==> src/rtl/cpu_pkg.sv <==
// Shared types and constants for the accumulator CPU control path.
package cpu_pkg;

  localparam int unsigned IR_W    = 8;
  localparam int unsigned FLAGS_W = 4;
  localparam int unsigned OPC_W   = 4;

  typedef enum logic [1:0] {
    FETCH = 2'd0,
    EXEC  = 2'd1,
    EXEC2 = 2'd2
  } state_e;

  localparam logic [OPC_W-1:0] OP_LD  = 4'h0;
  localparam logic [OPC_W-1:0] OP_ST  = 4'h1;
  localparam logic [OPC_W-1:0] OP_LDI = 4'h2;
  localparam logic [OPC_W-1:0] OP_LDP = 4'h3;
  localparam logic [OPC_W-1:0] OP_JMP = 4'h4;

  localparam logic [1:0] SRC_B    = 2'b00;
  localparam logic [1:0] SRC_ZERO = 2'b01;
  localparam logic [1:0] SRC_PL   = 2'b10;
  localparam logic [1:0] SRC_PH   = 2'b11;

  localparam int unsigned FLAG_Z = 0;
  localparam int unsigned FLAG_C = 1;
  localparam int unsigned FLAG_S = 2;
  localparam int unsigned FLAG_O = 3;

  // Every datapath strobe, kept in its pin polarity.
  typedef struct packed {
    logic n_oe_mem;
    logic n_we_mem;
    logic n_oe_d_di;
    logic we_ir;
    logic inc_ip;
    logic addr_dp;
    logic p_selector;
    logic n_we_pl;
    logic n_we_ph;
    logic we_a;
    logic we_b;
    logic n_oe_pl_alu;
    logic n_oe_ph_alu;
    logic n_oe_b_alu;
    logic n_oe_zero_alu;
    logic n_oe_a_d;
    logic n_oe_b_d;
    logic n_we_flags;
    logic n_oe_alu_di;
  } ctrl_t;

  localparam ctrl_t CTRL_IDLE = '{
    n_oe_mem:      1'b1,
    n_we_mem:      1'b1,
    n_oe_d_di:     1'b1,
    we_ir:         1'b0,
    inc_ip:        1'b0,
    addr_dp:       1'b0,
    p_selector:    1'b0,
    n_we_pl:       1'b1,
    n_we_ph:       1'b1,
    we_a:          1'b0,
    we_b:          1'b0,
    n_oe_pl_alu:   1'b1,
    n_oe_ph_alu:   1'b1,
    n_oe_b_alu:    1'b1,
    n_oe_zero_alu: 1'b1,
    n_oe_a_d:      1'b1,
    n_oe_b_d:      1'b1,
    n_we_flags:    1'b1,
    n_oe_alu_di:   1'b1
  };

endpackage

==> src/rtl/cu_decode.sv <==
// Combinational microcode decode: current state, IR and flags to strobes and next state.
module cu_decode
  import cpu_pkg::*;
(
  input  state_e             i_state,
  input  logic [IR_W-1:0]    i_ir,
  input  logic [FLAGS_W-1:0] i_flags,
  output ctrl_t              o_ctrl,
  output state_e             o_next_state
);

  logic w_taken;

  // ir[0] forces the jump; otherwise the selected flag, optionally inverted by ir[1].
  assign w_taken = i_ir[0] | (i_flags[i_ir[3:2]] ^ i_ir[1]);

  always_comb begin
    o_ctrl       = CTRL_IDLE;
    o_next_state = FETCH;
    case (i_state)
      FETCH: begin
        o_ctrl.addr_dp  = 1'b0;
        o_ctrl.n_oe_mem = 1'b0;
        o_ctrl.we_ir    = 1'b1;
        o_ctrl.inc_ip   = 1'b1;
        o_next_state    = EXEC;
      end
      EXEC: begin
        if (i_ir[7]) begin
          o_ctrl.n_oe_alu_di = 1'b0;
          o_ctrl.we_a        = 1'b1;
          o_ctrl.n_we_flags  = 1'b0;
          case (i_ir[1:0])
            SRC_B:    o_ctrl.n_oe_b_alu    = 1'b0;
            SRC_ZERO: o_ctrl.n_oe_zero_alu = 1'b0;
            SRC_PL:   o_ctrl.n_oe_pl_alu   = 1'b0;
            default:  o_ctrl.n_oe_ph_alu   = 1'b0;
          endcase
        end else begin
          case (i_ir[7:4])
            OP_LD: begin
              o_ctrl.addr_dp   = 1'b1;
              o_ctrl.n_oe_mem  = 1'b0;
              o_ctrl.n_oe_d_di = 1'b0;
              o_ctrl.we_a      = ~i_ir[0];
              o_ctrl.we_b      = i_ir[0];
            end
            OP_ST: begin
              o_ctrl.addr_dp  = 1'b1;
              o_ctrl.n_we_mem = 1'b0;
              o_ctrl.n_oe_mem = 1'b1;
              o_ctrl.n_oe_a_d = i_ir[0];
              o_ctrl.n_oe_b_d = ~i_ir[0];
            end
            OP_LDI: begin
              o_ctrl.addr_dp   = 1'b0;
              o_ctrl.n_oe_mem  = 1'b0;
              o_ctrl.n_oe_d_di = 1'b0;
              o_ctrl.inc_ip    = 1'b1;
              o_ctrl.we_a      = ~i_ir[0];
              o_ctrl.we_b      = i_ir[0];
            end
            OP_LDP: begin
              o_ctrl.addr_dp    = 1'b0;
              o_ctrl.n_oe_mem   = 1'b0;
              o_ctrl.n_oe_d_di  = 1'b0;
              o_ctrl.inc_ip     = 1'b1;
              o_ctrl.p_selector = 1'b1;
              o_ctrl.n_we_pl    = i_ir[0];
              o_ctrl.n_we_ph    = ~i_ir[0];
            end
            OP_JMP: begin
              if (w_taken) o_next_state = EXEC2;
            end
            default: ;
          endcase
        end
      end
      EXEC2: begin
        // Both pointer-byte writes with p_selector=0 copy DP into IP.
        o_ctrl.p_selector = 1'b0;
        o_ctrl.n_we_pl    = 1'b0;
        o_ctrl.n_we_ph    = 1'b0;
        o_ctrl.inc_ip     = 1'b0;
      end
      default: ;
    endcase
  end

endmodule

==> src/rtl/cpu_control_unit.sv <==
// Fetch/execute microsequencer: state register plus decoded strobes.
module cpu_control_unit
  import cpu_pkg::*;
(
  input  logic               clk,
  input  logic               rst,
  input  logic [IR_W-1:0]    ir,
  input  logic [FLAGS_W-1:0] flags,
  output logic               n_oe_mem,
  output logic               n_we_mem,
  output logic               n_oe_d_di,
  output logic               we_ir,
  output logic               inc_ip,
  output logic               addr_dp,
  output logic               p_selector,
  output logic               n_we_pl,
  output logic               n_we_ph,
  output logic               we_a,
  output logic               we_b,
  output logic               n_oe_pl_alu,
  output logic               n_oe_ph_alu,
  output logic               n_oe_b_alu,
  output logic               n_oe_zero_alu,
  output logic               n_oe_a_d,
  output logic               n_oe_b_d,
  output logic               n_we_flags,
  output logic               n_oe_alu_di
);

  state_e r_state;
  logic   r_rst_q;
  state_e w_next_state;
  ctrl_t  w_dec_ctrl;
  ctrl_t  w_ctrl;

  cu_decode u_decode (
    .i_state      (r_state),
    .i_ir         (ir),
    .i_flags      (flags),
    .o_ctrl       (w_dec_ctrl),
    .o_next_state (w_next_state)
  );

  // The cycle after a sampled reset is held idle in FETCH so no strobe fires.
  always_ff @(posedge clk) begin
    if (rst) begin
      r_state <= FETCH;
      r_rst_q <= 1'b1;
    end else begin
      r_state <= r_rst_q ? FETCH : w_next_state;
      r_rst_q <= 1'b0;
    end
  end

  assign w_ctrl = r_rst_q ? CTRL_IDLE : w_dec_ctrl;

  assign n_oe_mem      = w_ctrl.n_oe_mem;
  assign n_we_mem      = w_ctrl.n_we_mem;
  assign n_oe_d_di     = w_ctrl.n_oe_d_di;
  assign we_ir         = w_ctrl.we_ir;
  assign inc_ip        = w_ctrl.inc_ip;
  assign addr_dp       = w_ctrl.addr_dp;
  assign p_selector    = w_ctrl.p_selector;
  assign n_we_pl       = w_ctrl.n_we_pl;
  assign n_we_ph       = w_ctrl.n_we_ph;
  assign we_a          = w_ctrl.we_a;
  assign we_b          = w_ctrl.we_b;
  assign n_oe_pl_alu   = w_ctrl.n_oe_pl_alu;
  assign n_oe_ph_alu   = w_ctrl.n_oe_ph_alu;
  assign n_oe_b_alu    = w_ctrl.n_oe_b_alu;
  assign n_oe_zero_alu = w_ctrl.n_oe_zero_alu;
  assign n_oe_a_d      = w_ctrl.n_oe_a_d;
  assign n_oe_b_d      = w_ctrl.n_oe_b_d;
  assign n_we_flags    = w_ctrl.n_we_flags;
  assign n_oe_alu_di   = w_ctrl.n_oe_alu_di;

endmodule

==> config.mk <==
export PLATFORM = sky130hd
export DESIGN_NAME = cpu_control_unit
export DESIGN_NICKNAME = d
export VERILOG_FILES = /design/src/rtl/cpu_pkg.sv /design/src/rtl/cu_decode.sv /design/src/rtl/cpu_control_unit.sv
export SDC_FILE = /design/constraint.sdc
export NUM_CORES = 1
export LEC_CHECK = 0
export CAP_MARGIN = 40
export CORE_AREA = 8 8 45 47
export DETAILED_ROUTE_END_ITERATION = 8
export DIE_AREA = 0 0 53 55
export PLACE_DENSITY = 0.81
export SLEW_MARGIN = 20
export SYNTH_ARGS = -nofsm -noshare
export SYNTH_HDL_FRONTEND = slang
export SYNTH_SLANG_ARGS = --single-unit
==> constraint.sdc <==
create_clock -name clk -period 1.35 [get_ports clk]
set_input_delay 0.27 -clock clk [delete_from_list [all_inputs] [get_ports clk]]
set_output_delay 0.27 -clock clk [all_outputs]
set_load 0.02 [all_outputs]
* After elaboration in Yosys (flattened, before gate mapping) *
Index checks and enable logic that the tools add are counted.
W data, S select, Z words.

storage, ports and cells
  register bits after elaboration = 3
  input bits = 14
  output and inout port bits = 19
  word-level logic and storage cells = 56

cells by class
  magnitude comparators = 1
  eq/ne operators = 8
  multiplexer cells = 33
  bitwise gates (word level) = 3
  reduce and logical (&&, ||, !) cells = 9

operators with widths
  kind                  number
  $mux W19              1
  $mux W2               8
  $mux W1               14
  $mux W10              1
  $eq A4 B2 Y1 const B  2
  $reduce_or A2 Y1      4
  $mux W3               2
  $pmux W3 S2           1
  $reduce_or A3 Y1      2
  $mux W5               1
  $eq A2 B1 Y1 const B  2
  $eq A2 B2 Y1 const B  2
  $eq A4 B1 Y1 const B  1
  $eq A4 B3 Y1 const B  1
  $logic_not A2 Y1      2
  $logic_not A4 Y1      1
  $mux W4               1
  $pmux W1 S2           2
  $pmux W2 S2           1
  $lt A2 B3 Y1 const B  1
  $bmux W1 S2           1
  $not A1 Y1            1
  $or A1 B1 Y1          1
  $xor A1 B1 Y1         1

* Logic depth before layout (Yosys ltp) *
Gate-level depths: netlist of run 1.

  depth in word-level cells = 8
  gate-level depth with buffers = 4

* Hierarchy *
A second synthesis of run 1 with hierarchy kept.

second synthesis, totals
  cells, all modules = 63
  area total of the unflattened synthesis = 483.0 sq um

modules (own cells, without submodules)
  module            instances  cells an instance  area each (sq um)
  cu_decode         1          37                 265.3
  cpu_control_unit  1          26                 217.7

* Worst setup path before layout of run 1 *
No wires, ideal clock.

  path kind = reg2out
  start = register r_rst_q
  end = output port n_oe_b_alu
  arrival = 1.180 ns
  data required time = 1.080 ns
  setup slack = -0.100 ns
  stages on the path, launching flop included = 5
  cells stage by stage = dfxtp_1 -> nor2_1 -> and3_2 -> inv_2 -> or3_1

between the ends
  longest elaborated chain between the ends = 1

RTL lines
  what                      line                    source
  start: declaration        cpu_control_unit.sv:31  logic r_rst_q;
  start signal: assignment  cpu_control_unit.sv:48  r_rst_q <= 1'b1;
  start signal: assignment  cpu_control_unit.sv:51  r_rst_q <= 1'b0;
  $mux W19                  cpu_control_unit.sv:55  assign w_ctrl = r_rst_q ? CTRL_IDLE : w_dec_ctrl;
  end: declaration          cpu_control_unit.sv:22  output logic n_oe_b_alu,

No other way between the ends.

* Worst setup path after layout of run 1 *
Same ends and word-level chain as after synthesis.

==> impl_results.html, run 1 <==
<table>
<tr><th>Metric</th><th>Value</th></tr>
<tr><th colspan="2">Floorplan</th></tr>
<tr><td>Area of the die</td><td>0.00292 mm²</td></tr>
<tr><td>Starting density of the core</td><td>0.252</td></tr>
<tr><td>Number of top-level pins</td><td>33</td></tr>
<tr><td>Site row count</td><td>14</td></tr>
<tr><td>Chip Width</td><td>about 53 µm</td></tr>
<tr><td>Die Y-Extent</td><td>55 µm</td></tr>
<tr><td>Core Area</td><td>0.00138 mm²</td></tr>
<tr><th colspan="2">Critical path</th></tr>
<tr><td>Highest cell delay on the worst timing path</td><td>0.36 ns</td></tr>
<tr><td>Largest delay contributor family on the critical path</td><td>simple AND/OR/NAND/NOR gates</td></tr>
<tr><td>Crit path buffers/inverters</td><td>2</td></tr>
<tr><td>Largest fanout of any net on the critical path</td><td>4</td></tr>
<tr><td>Standard cell with the maximum stage delay on the critical path</td><td>sky130_fd_sc_hd__dfxtp_4</td></tr>
<tr><td>CP Data Required Time</td><td>1.08 ns</td></tr>
<tr><td>Worst path cell trace</td><td>nor2_4 -&gt; and3_4 -&gt; inv_4 -&gt; or3_4 -&gt; buf_6</td></tr>
<tr><td>Arrival time worst endpoint</td><td>1.42 ns</td></tr>
<tr><td>Critical path class</td><td>reg -&gt; out</td></tr>
<tr><td>Startpoint Class</td><td>register</td></tr>
<tr><td>Critical Path Sink Type</td><td>output pin</td></tr>
<tr><th colspan="2">Logic synthesis</th></tr>
<tr><td>Number of nets in the synthesized netlist</td><td>61</td></tr>
<tr><td>Post-synthesis sequential area ratio</td><td>0.172</td></tr>
<tr><td>Most used DFF post-synth</td><td>sky130_fd_sc_hd__dfxtp_1</td></tr>
<tr><td>Cell count after synthesis</td><td>47</td></tr>
<tr><td>Average cell area after synthesis</td><td>7.43 µm²</td></tr>
<tr><td>List of most frequent post-synthesis cells</td><td>4 x sky130_fd_sc_hd__nand3_1, 4 x sky130_fd_sc_hd__nor2_1, 3 x sky130_fd_sc_hd__dfxtp_1, 3 x sky130_fd_sc_hd__nand2_1</td></tr>
<tr><td>Async set-or-reset flop fraction in the synthesized netlist</td><td>0</td></tr>
<tr><td>Leading post-synthesis cells by cell area</td><td>sky130_fd_sc_hd__dfxtp_1 17%, sky130_fd_sc_hd__mux2i_1 5.7%, sky130_fd_sc_hd__nand3_1 5.7%, sky130_fd_sc_hd__a41oi_1 5.0%, sky130_fd_sc_hd__xor2_1 5.0%</td></tr>
<tr><td>Distinct cell type count after synthesis</td><td>29</td></tr>
<tr><td>Netlist Area Pre-Place</td><td>349 µm²</td></tr>
<tr><td>Number of warnings issued by yosys</td><td>0</td></tr>
<tr><td>Flop and latch count out of synthesis</td><td>3</td></tr>
<tr><td>Share of Yosys cell area claimed by the top area cell type</td><td>0.172</td></tr>
<tr><td>Post-synthesis cell type with the largest combined area</td><td>sky130_fd_sc_hd__dfxtp_1</td></tr>
<tr><td>EDFF count, synth</td><td>0</td></tr>
<tr><th colspan="2">Route</th></tr>
<tr><td>Vias per Instance</td><td>5.07</td></tr>
<tr><td>TritonRoute pass-1 iters</td><td>4</td></tr>
<tr><td>Detailed-route via count</td><td>603</td></tr>
<tr><td>WL/cell</td><td>16.0 µm</td></tr>
<tr><td>Number of DRC violations after detailed-routing iteration 0</td><td>18</td></tr>
<tr><td>Post-route ant nets</td><td>0</td></tr>
<tr><td>Total DRC errors in the routed layout</td><td>0</td></tr>
<tr><td>WL final</td><td>between 1.5 and 2 mm</td></tr>
<tr><th colspan="2">Place</th></tr>
<tr><td>Post-placement setup slack</td><td>-1.06 ns</td></tr>
<tr><td>RD Place Congestion</td><td>between 0.8 and 0.9</td></tr>
<tr><td>DP Cell Count</td><td>110</td></tr>
<tr><td>HPWL reported at the end of detailed placement</td><td>1.26 mm</td></tr>
<tr><td>IO buf count</td><td>32</td></tr>
<tr><td>Placed standard-cell area</td><td>831 µm²</td></tr>
<tr><th colspan="2">Layout</th></tr>
<tr><td>Layout Cell Area excl Fill</td><td>0.00104 mm²</td></tr>
<tr><td>Finished Layout Cells</td><td>119</td></tr>
<tr><td>Final #Nets</td><td>118</td></tr>
<tr><td>Area delta synth-&gt;final</td><td>199%</td></tr>
<tr><td>Antenna diodes</td><td>0</td></tr>
<tr><td>Layout cell share with drive strength beyond 1</td><td>0.689</td></tr>
<tr><th colspan="2">Clock network</th></tr>
<tr><td>Sinks on the clock net</td><td>3</td></tr>
<tr><td>CTS Hold Buffers Added</td><td>0</td></tr>
<tr><td>Number of buffers on the longest clock path</td><td>2</td></tr>
<tr><td>H-Tree Level Count</td><td>1</td></tr>
<tr><td>Total clock buffers created by CTS</td><td>3</td></tr>
<tr><td>Root Buffer</td><td>sky130_fd_sc_hd__clkbuf_4</td></tr>
<tr><td>Clock-pin slew reported for the worst setup and hold paths after clock tree synthesis</td><td>0.04 ns</td></tr>
<tr><td>Clock network latency to the later pin of the worst-skew pair</td><td>0.23 ns</td></tr>
<tr><td>Clock tree from TritonCTS</td><td>yes</td></tr>
<tr><th colspan="2">Timing</th></tr>
<tr><td>Number of max-slew violations in the final report</td><td>0</td></tr>
<tr><td>Setup repair after global routing missed its margin</td><td>true</td></tr>
<tr><td>Final number of setup-violating endpoints</td><td>19</td></tr>
<tr><td>Layout Skew</td><td>0.00162 ns</td></tr>
<tr><td>Number of hold violations in the final report</td><td>0</td></tr>
<tr><td>Worst Hold Margin</td><td>0.560 ns</td></tr>
<tr><td>Highest achievable clock rate</td><td>0.592 GHz</td></tr>
<tr><td>Final critical path time including I/O delays and setup</td><td>1.69 ns</td></tr>
<tr><td>Final cycle utilization of the critical path</td><td>1.25</td></tr>
<tr><td>Slew @ Worst Pin</td><td>roughly 0.42 ns</td></tr>
<tr><td>Headroom to the max-slew limit</td><td>0.721</td></tr>
<tr><td>Final worst-path setup slack</td><td>-0.339 ns</td></tr>
<tr><th colspan="2">Global route</th></tr>
<tr><td>First-pass GRT wire length</td><td>2.79 mm</td></tr>
<tr><td>Antenna violations before repair</td><td>0</td></tr>
<tr><td>GRT Overall Usage</td><td>0.125</td></tr>
<tr><td>Maximum number of pins on one net before global-route repair</td><td>9</td></tr>
<tr><td>Vias in the first global route</td><td>632</td></tr>
<tr><td>Total grt overflow</td><td>0</td></tr>
<tr><th colspan="2">Min path</th></tr>
<tr><td>Worst hold-check path type</td><td>in -&gt; reg</td></tr>
<tr><th colspan="2">Pwr</th></tr>
<tr><td>Power density cells</td><td>448 mW/mm²</td></tr>
<tr><td>Maximum vdd drop</td><td>around 0.37 mV</td></tr>
<tr><td>Leakage</td><td>about 0.00045 µW</td></tr>
<tr><th colspan="2">Outcome</th></tr>
<tr><td>Failing checks</td><td>setup timing</td></tr>
<tr><td>Status</td><td>complete, but fails checks</td></tr>
<tr><th colspan="2">Job</th></tr>
<tr><td>Maxcap violations</td><td>0</td></tr>
</table>
==> logic make-up (layout without fill, tap and decap cells) <==
kind of cell,count (synthesis),in the layout,synth area share
and+or+nand+nor,29,29,0.487
AOI/OAI and AO/OA,6,6,0.143
buffers and inverters,5,61,0.0896
DFF,3,3,0.172
xor gates and xnor gates,2,2,0.0502
muxes,2,2,0.0573
==> stage by stage <==
step	util	TNS [ns]	power (µW)
6_report	0.754	-4.36	467
5_1_grt	0.754	-5.35	494
4_1_cts	0.708	-4.64	451
3_5_place_dp	0.600	-16.52	266
3_3_place_gp	0.600	-15.93	262
2_1_floorplan	-	-0.135	155
==> report_power, final <==
group / switching (µW) / total (µW) / internal [µW]
clock network: 46.4 / 157 / 111
registers: 5.68 / 95.6 / 89.9
logic: 92.4 / 215 / 122
==> flip-flops by register name, summed over array words and instances, names as in the netlist <==
name	count
r_state	2
r_rst_q	1
==> cells in the final DEF, fill, tap and decap left out, types with 3 or more instances in the layout <==
cell type / n
sky130_fd_sc_hd__and3_4: 3
sky130_fd_sc_hd__buf_4: 18
sky130_fd_sc_hd__buf_6: 23
sky130_fd_sc_hd__clkbuf_4: 3
sky130_fd_sc_hd__clkdlybuf4s15_1: 3
sky130_fd_sc_hd__clkdlybuf4s50_1: 8
sky130_fd_sc_hd__nor2_1: 3
==> final cells by class <==
type                    count  area (µm²)
repair buffers             55         529
multi-input cells          39         390
fillers                   106         340
flip-flops and latches      3        67.6
clock buffers               4        26.3
well taps                  16        20.0
inverters                   2        10.0
==> routing by layer <==
| layer | up-vias | global-route usage | wire length, µm |
|---|---|---|---|
| met5 | - | 0 | 0 |
| met4 | 0 | 0.0388 | 21 |
| met3 | 2 | 0.0214 | 139 |
| met2 | 28 | 0.254 | 1110 |
| met1 | 289 | 0.124 | 631 |
| li1 | 284 | - | - |
==> path summary, 6_finish.rpt <==
check	slack (ns)	from	cells past startpoint	endpoint
hold / removal	0.56	rst	1	r_rst_q$_DFF_P_
hold reg to reg	0.64	r_state[1]$_SDFF_PP0_	2	r_state[0]$_SDFF_PP0_
setup / recovery	-0.34	r_rst_q$_DFF_P_	5	n_oe_b_alu
setup reg to reg	0.13	r_rst_q$_DFF_P_	5	r_state[1]$_SDFF_PP0_
==> repair_timing <==
item	4_1_cts	5_1_grt
endpoints found under the setup margin	19	20
pin swaps	11	8
hold endpoints to repair	0	0
setup buffers	5	2
resized for setup	145	12
(Power assumes the default switching activity.)
==> inputs of run 2 (changes only) <==
--- a/config.mk
+++ b/config.mk
@@ -9,7 +9,8 @@
 export CORE_AREA = 8 8 45 47
 export DETAILED_ROUTE_END_ITERATION = 8
 export DIE_AREA = 0 0 53 55
-export PLACE_DENSITY = 0.81
+export MAX_ROUTING_LAYER = met4
+export PLACE_DENSITY = 0.71
 export SLEW_MARGIN = 20
 export SYNTH_ARGS = -nofsm -noshare
 export SYNTH_HDL_FRONTEND = slang
==> run 2 against run 1 <==
Net effect: the run still ends with setup timing left; power increased by 1.2%; utilization grew 3.0 points; critical path depth stayed put; via count is 3.6% higher; hold slack better by 0.056 ns; clock skew fell by 0.0011 ns; global-route usage grew 0.55 points; wire length grew 0.68%; highest routed layer unchanged; cell area increased by 4.0%; sequential power about the same.
==> impl_results.html, run 2 (synthesized netlist as in run 1, its figures left out) <==
<table>
<tr><th>Metric</th><th>Value</th></tr>
<tr><th colspan="2">Timing</th></tr>
<tr><td>Headroom to the max-slew limit</td><td>0.704</td></tr>
<tr><td>Highest achievable clock rate</td><td>0.590 GHz</td></tr>
<tr><td>Layout Skew</td><td>a little over 0.0005 ns</td></tr>
<tr><td>Number of hold violations in the final report</td><td>0</td></tr>
<tr><td>Final critical path time including I/O delays and setup</td><td>between 1.5 and 2 ns</td></tr>
<tr><td>Final cycle utilization of the critical path</td><td>1.25</td></tr>
<tr><td>Total Neg Setup Slack</td><td>-4.40 ns</td></tr>
<tr><td>Setup repair after global routing missed its margin</td><td>true</td></tr>
<tr><td>Final number of setup-violating endpoints</td><td>20</td></tr>
<tr><td>Number of max-slew violations in the final report</td><td>0</td></tr>
<tr><td>Slew @ Worst Pin</td><td>0.444 ns</td></tr>
<tr><td>Final worst-path setup slack</td><td>-0.344 ns</td></tr>
<tr><th colspan="2">Critical path</th></tr>
<tr><td>Worst setup path startpoint</td><td>r_rst_q$_DFF_P_</td></tr>
<tr><td>Critical Path Sink Type</td><td>output pin</td></tr>
<tr><td>Reg2reg start</td><td>r_state[1]$_SDFF_PP0_</td></tr>
<tr><td>Critical path class</td><td>reg -&gt; out</td></tr>
<tr><td>Startpoint Class</td><td>register</td></tr>
<tr><td>Largest fanout of any net on the critical path</td><td>4</td></tr>
<tr><td>CP Data Required Time</td><td>1.08 ns</td></tr>
<tr><td>Arrival time worst endpoint</td><td>1.42 ns</td></tr>
<tr><th colspan="2">Place</th></tr>
<tr><td>RD Place Congestion</td><td>0.817</td></tr>
<tr><td>IO buf count</td><td>32</td></tr>
<tr><td>HPWL reported at the end of detailed placement</td><td>roughly 1.3 mm</td></tr>
<tr><th colspan="2">Pwr</th></tr>
<tr><td>Leakage</td><td>about 0.00048 µW</td></tr>
<tr><td>Switching power</td><td>151 µW</td></tr>
<tr><td>Sequential share of power</td><td>0.202</td></tr>
<tr><td>Int Pwr</td><td>322 µW</td></tr>
<tr><td>Logic pwr share</td><td>0.460</td></tr>
<tr><td>Total power draw</td><td>~470 µW</td></tr>
<tr><td>Maximum vdd drop</td><td>0.477 mV</td></tr>
<tr><td>Switching share of total power</td><td>0.319</td></tr>
<tr><td>Power density cells</td><td>436 mW/mm²</td></tr>
<tr><td>Power share of the clock group</td><td>0.339</td></tr>
<tr><th colspan="2">Layout</th></tr>
<tr><td>Leading registers by flop count</td><td>r_state x2, r_rst_q x1</td></tr>
<tr><td>Leading cell types in the layout, fill and taps excluded</td><td>25 x sky130_fd_sc_hd__buf_6, 21 x sky130_fd_sc_hd__buf_4, 8 x sky130_fd_sc_hd__clkdlybuf4s50_1</td></tr>
<tr><td>Leading cell type in the layout, fill and taps excluded</td><td>sky130_fd_sc_hd__buf_6</td></tr>
<tr><td>Top register by number of flip-flops</td><td>r_state</td></tr>
<tr><td>Layout cell share with drive strength beyond 1</td><td>0.710</td></tr>
<tr><td>Largest register FFs</td><td>2</td></tr>
<tr><td>Area delta synth-&gt;final</td><td>211%</td></tr>
<tr><td>Final #Nets</td><td>122</td></tr>
<tr><td>Antenna diodes</td><td>0</td></tr>
<tr><th colspan="2">Clock network</th></tr>
<tr><td>Number of buffers on the longest clock path</td><td>2</td></tr>
<tr><td>Sinks on the clock net</td><td>3</td></tr>
<tr><td>Clock network latency to the later pin of the worst-skew pair</td><td>~0.24 ns</td></tr>
<tr><td>Clock-pin slew reported for the worst setup and hold paths after clock tree synthesis</td><td>~0.040 ns</td></tr>
<tr><td>Clock tree from TritonCTS</td><td>yes</td></tr>
<tr><td>Total clock buffers created by CTS</td><td>3</td></tr>
<tr><td>Root Buffer</td><td>sky130_fd_sc_hd__clkbuf_4</td></tr>
<tr><td>H-Tree Level Count</td><td>1</td></tr>
<tr><th colspan="2">Route</th></tr>
<tr><td>Post-route ant nets</td><td>0</td></tr>
<tr><td>WL final</td><td>1.92 mm</td></tr>
<tr><td>Vias per Instance</td><td>roughly 5.1</td></tr>
<tr><td>TritonRoute pass-1 iters</td><td>4</td></tr>
<tr><td>Detailed-route via count</td><td>625</td></tr>
<tr><td>Number of DRC violations after detailed-routing iteration 0</td><td>2</td></tr>
<tr><td>WL/cell</td><td>15.6 µm</td></tr>
<tr><td>Total DRC errors in the routed layout</td><td>0</td></tr>
<tr><th colspan="2">Global route</th></tr>
<tr><td>Maximum number of pins on one net before global-route repair</td><td>7</td></tr>
<tr><td>GR Util met3</td><td>0.0374</td></tr>
<tr><td>Most Used Layer, Global Route</td><td>met2</td></tr>
<tr><td>Antenna violations before repair</td><td>0</td></tr>
<tr><td>Vias in the first global route</td><td>roughly 630</td></tr>
<tr><td>First-pass GRT wire length</td><td>2.72 mm</td></tr>
<tr><td>Met1 usage in global routing</td><td>0.127</td></tr>
<tr><td>GRT Overall Usage</td><td>0.130</td></tr>
<tr><td>Total grt overflow</td><td>0</td></tr>
<tr><td>Global-route track usage on met2</td><td>0.227</td></tr>
<tr><th colspan="2">Floorplan</th></tr>
<tr><td>Chip Width</td><td>roughly 53 µm</td></tr>
<tr><td>Starting density of the core</td><td>0.252</td></tr>
<tr><td>Area of the die</td><td>0.00292 mm²</td></tr>
<tr><td>Number of top-level pins</td><td>33</td></tr>
<tr><td>Die Y-Extent</td><td>55 µm</td></tr>
<tr><td>Core Area</td><td>0.00138 mm²</td></tr>
<tr><td>Site row count</td><td>14</td></tr>
<tr><th colspan="2">Min path</th></tr>
<tr><td>Worst hold-check path type</td><td>reg -&gt; reg</td></tr>
<tr><td>Source of the worst hold timing path</td><td>r_state[0]$_SDFF_PP0_</td></tr>
<tr><th colspan="2">Outcome</th></tr>
<tr><td>Failing checks</td><td>setup timing</td></tr>
<tr><td>Status</td><td>complete, but fails checks</td></tr>
<tr><th colspan="2">Job</th></tr>
<tr><td>Maxcap violations</td><td>0</td></tr>
</table>
run 2: cell types whose count changed in the layout (fill, tap and decap cells not counted), moves of 2 or more:
cell,change
sky130_fd_sc_hd__and3_2,+2
sky130_fd_sc_hd__clkdlybuf4s15_1,-3
sky130_fd_sc_hd__nand3_4,+2
sky130_fd_sc_hd__buf_6,+2
sky130_fd_sc_hd__buf_4,+3
sky130_fd_sc_hd__and3_4,-2
run 2: worst paths after layout:
check | end | slack, ns | cells past startpoint
hold / removal | r_state[0]$_SDFF_PP0_ | 0.62 | 2
setup / recovery | n_we_ph | -0.34 | 5
hold reg to reg | r_state[0]$_SDFF_PP0_ | 0.62 | 2
setup reg to reg | r_state[1]$_SDFF_PP0_ | -0.09 | 7
run 2: what timing repair did:
action	CTS	global route
gates resized for setup	131	30
setup buffers	4	4
pin swaps	8	9
hold buffers	0	0
endpoints found under the setup margin	20	20
run 2: critical path, cell delays in order (launching register included):
cell	delay [ns]
sky130_fd_sc_hd__dfxtp_4	0.36
sky130_fd_sc_hd__nor4_4	0.24
sky130_fd_sc_hd__and2_4	0.21
sky130_fd_sc_hd__buf_6	0.11
sky130_fd_sc_hd__a41oi_2	0.08
sky130_fd_sc_hd__buf_4	0.18
run 2: power by group through the flow:
| stage | registers [µW] | clock network (µW) | logic [µW] |
|---|---|---|---|
| floorplan | 97.0 | 0 | 57.9 |
| global placement | 98.4 | 0 | 174 |
| detailed placement | 98.5 | 0 | 177 |
| CTS | 95.4 | 167 | 188 |
| global route | 96.2 | 178 | 230 |
| finish | 95.3 | 160 | 218 |
run 2: layout make-up:
cell class              instances  area, µm²
repair buffers                 59        559
multi-input cells              39        402
fillers                        92        299
flip-flops and latches          3       67.6
clock buffers                   4       26.3
well taps                      16       20.0
inverters                       2       10.0
run 2: routing by layer:
layer	vias up	wire, µm
met2	19	1080
met4	0	41
met3	6	101
met5	-	0
li1	296	-
met1	304	697
run 2: through the flow:
step	hold WS, ns	setup WS [ns]	std cells	area, µm²	utilization
floorplan	0.298	-0.0506	47	379	-
finish	0.616	-0.344	123	1080	0.784
CTS	0.601	-0.368	122	973	0.703
global placement	0.562	-0.962	114	861	0.622
detailed placement	0.570	-1.01	114	861	0.622
global route	0.647	-0.392	123	1080	0.784
==> inputs of run 3 (changes only) <==
--- a/config.mk
+++ b/config.mk
@@ -9,6 +9,7 @@
 export CORE_AREA = 8 8 45 47
 export DETAILED_ROUTE_END_ITERATION = 8
 export DIE_AREA = 0 0 53 55
+export GPL_ROUTABILITY_DRIVEN = 1
 export MAX_ROUTING_LAYER = met4
 export PLACE_DENSITY = 0.71
 export SLEW_MARGIN = 20
==> results of run 3 <==
Final layout, timing and power as in run 2 (identical DEF).
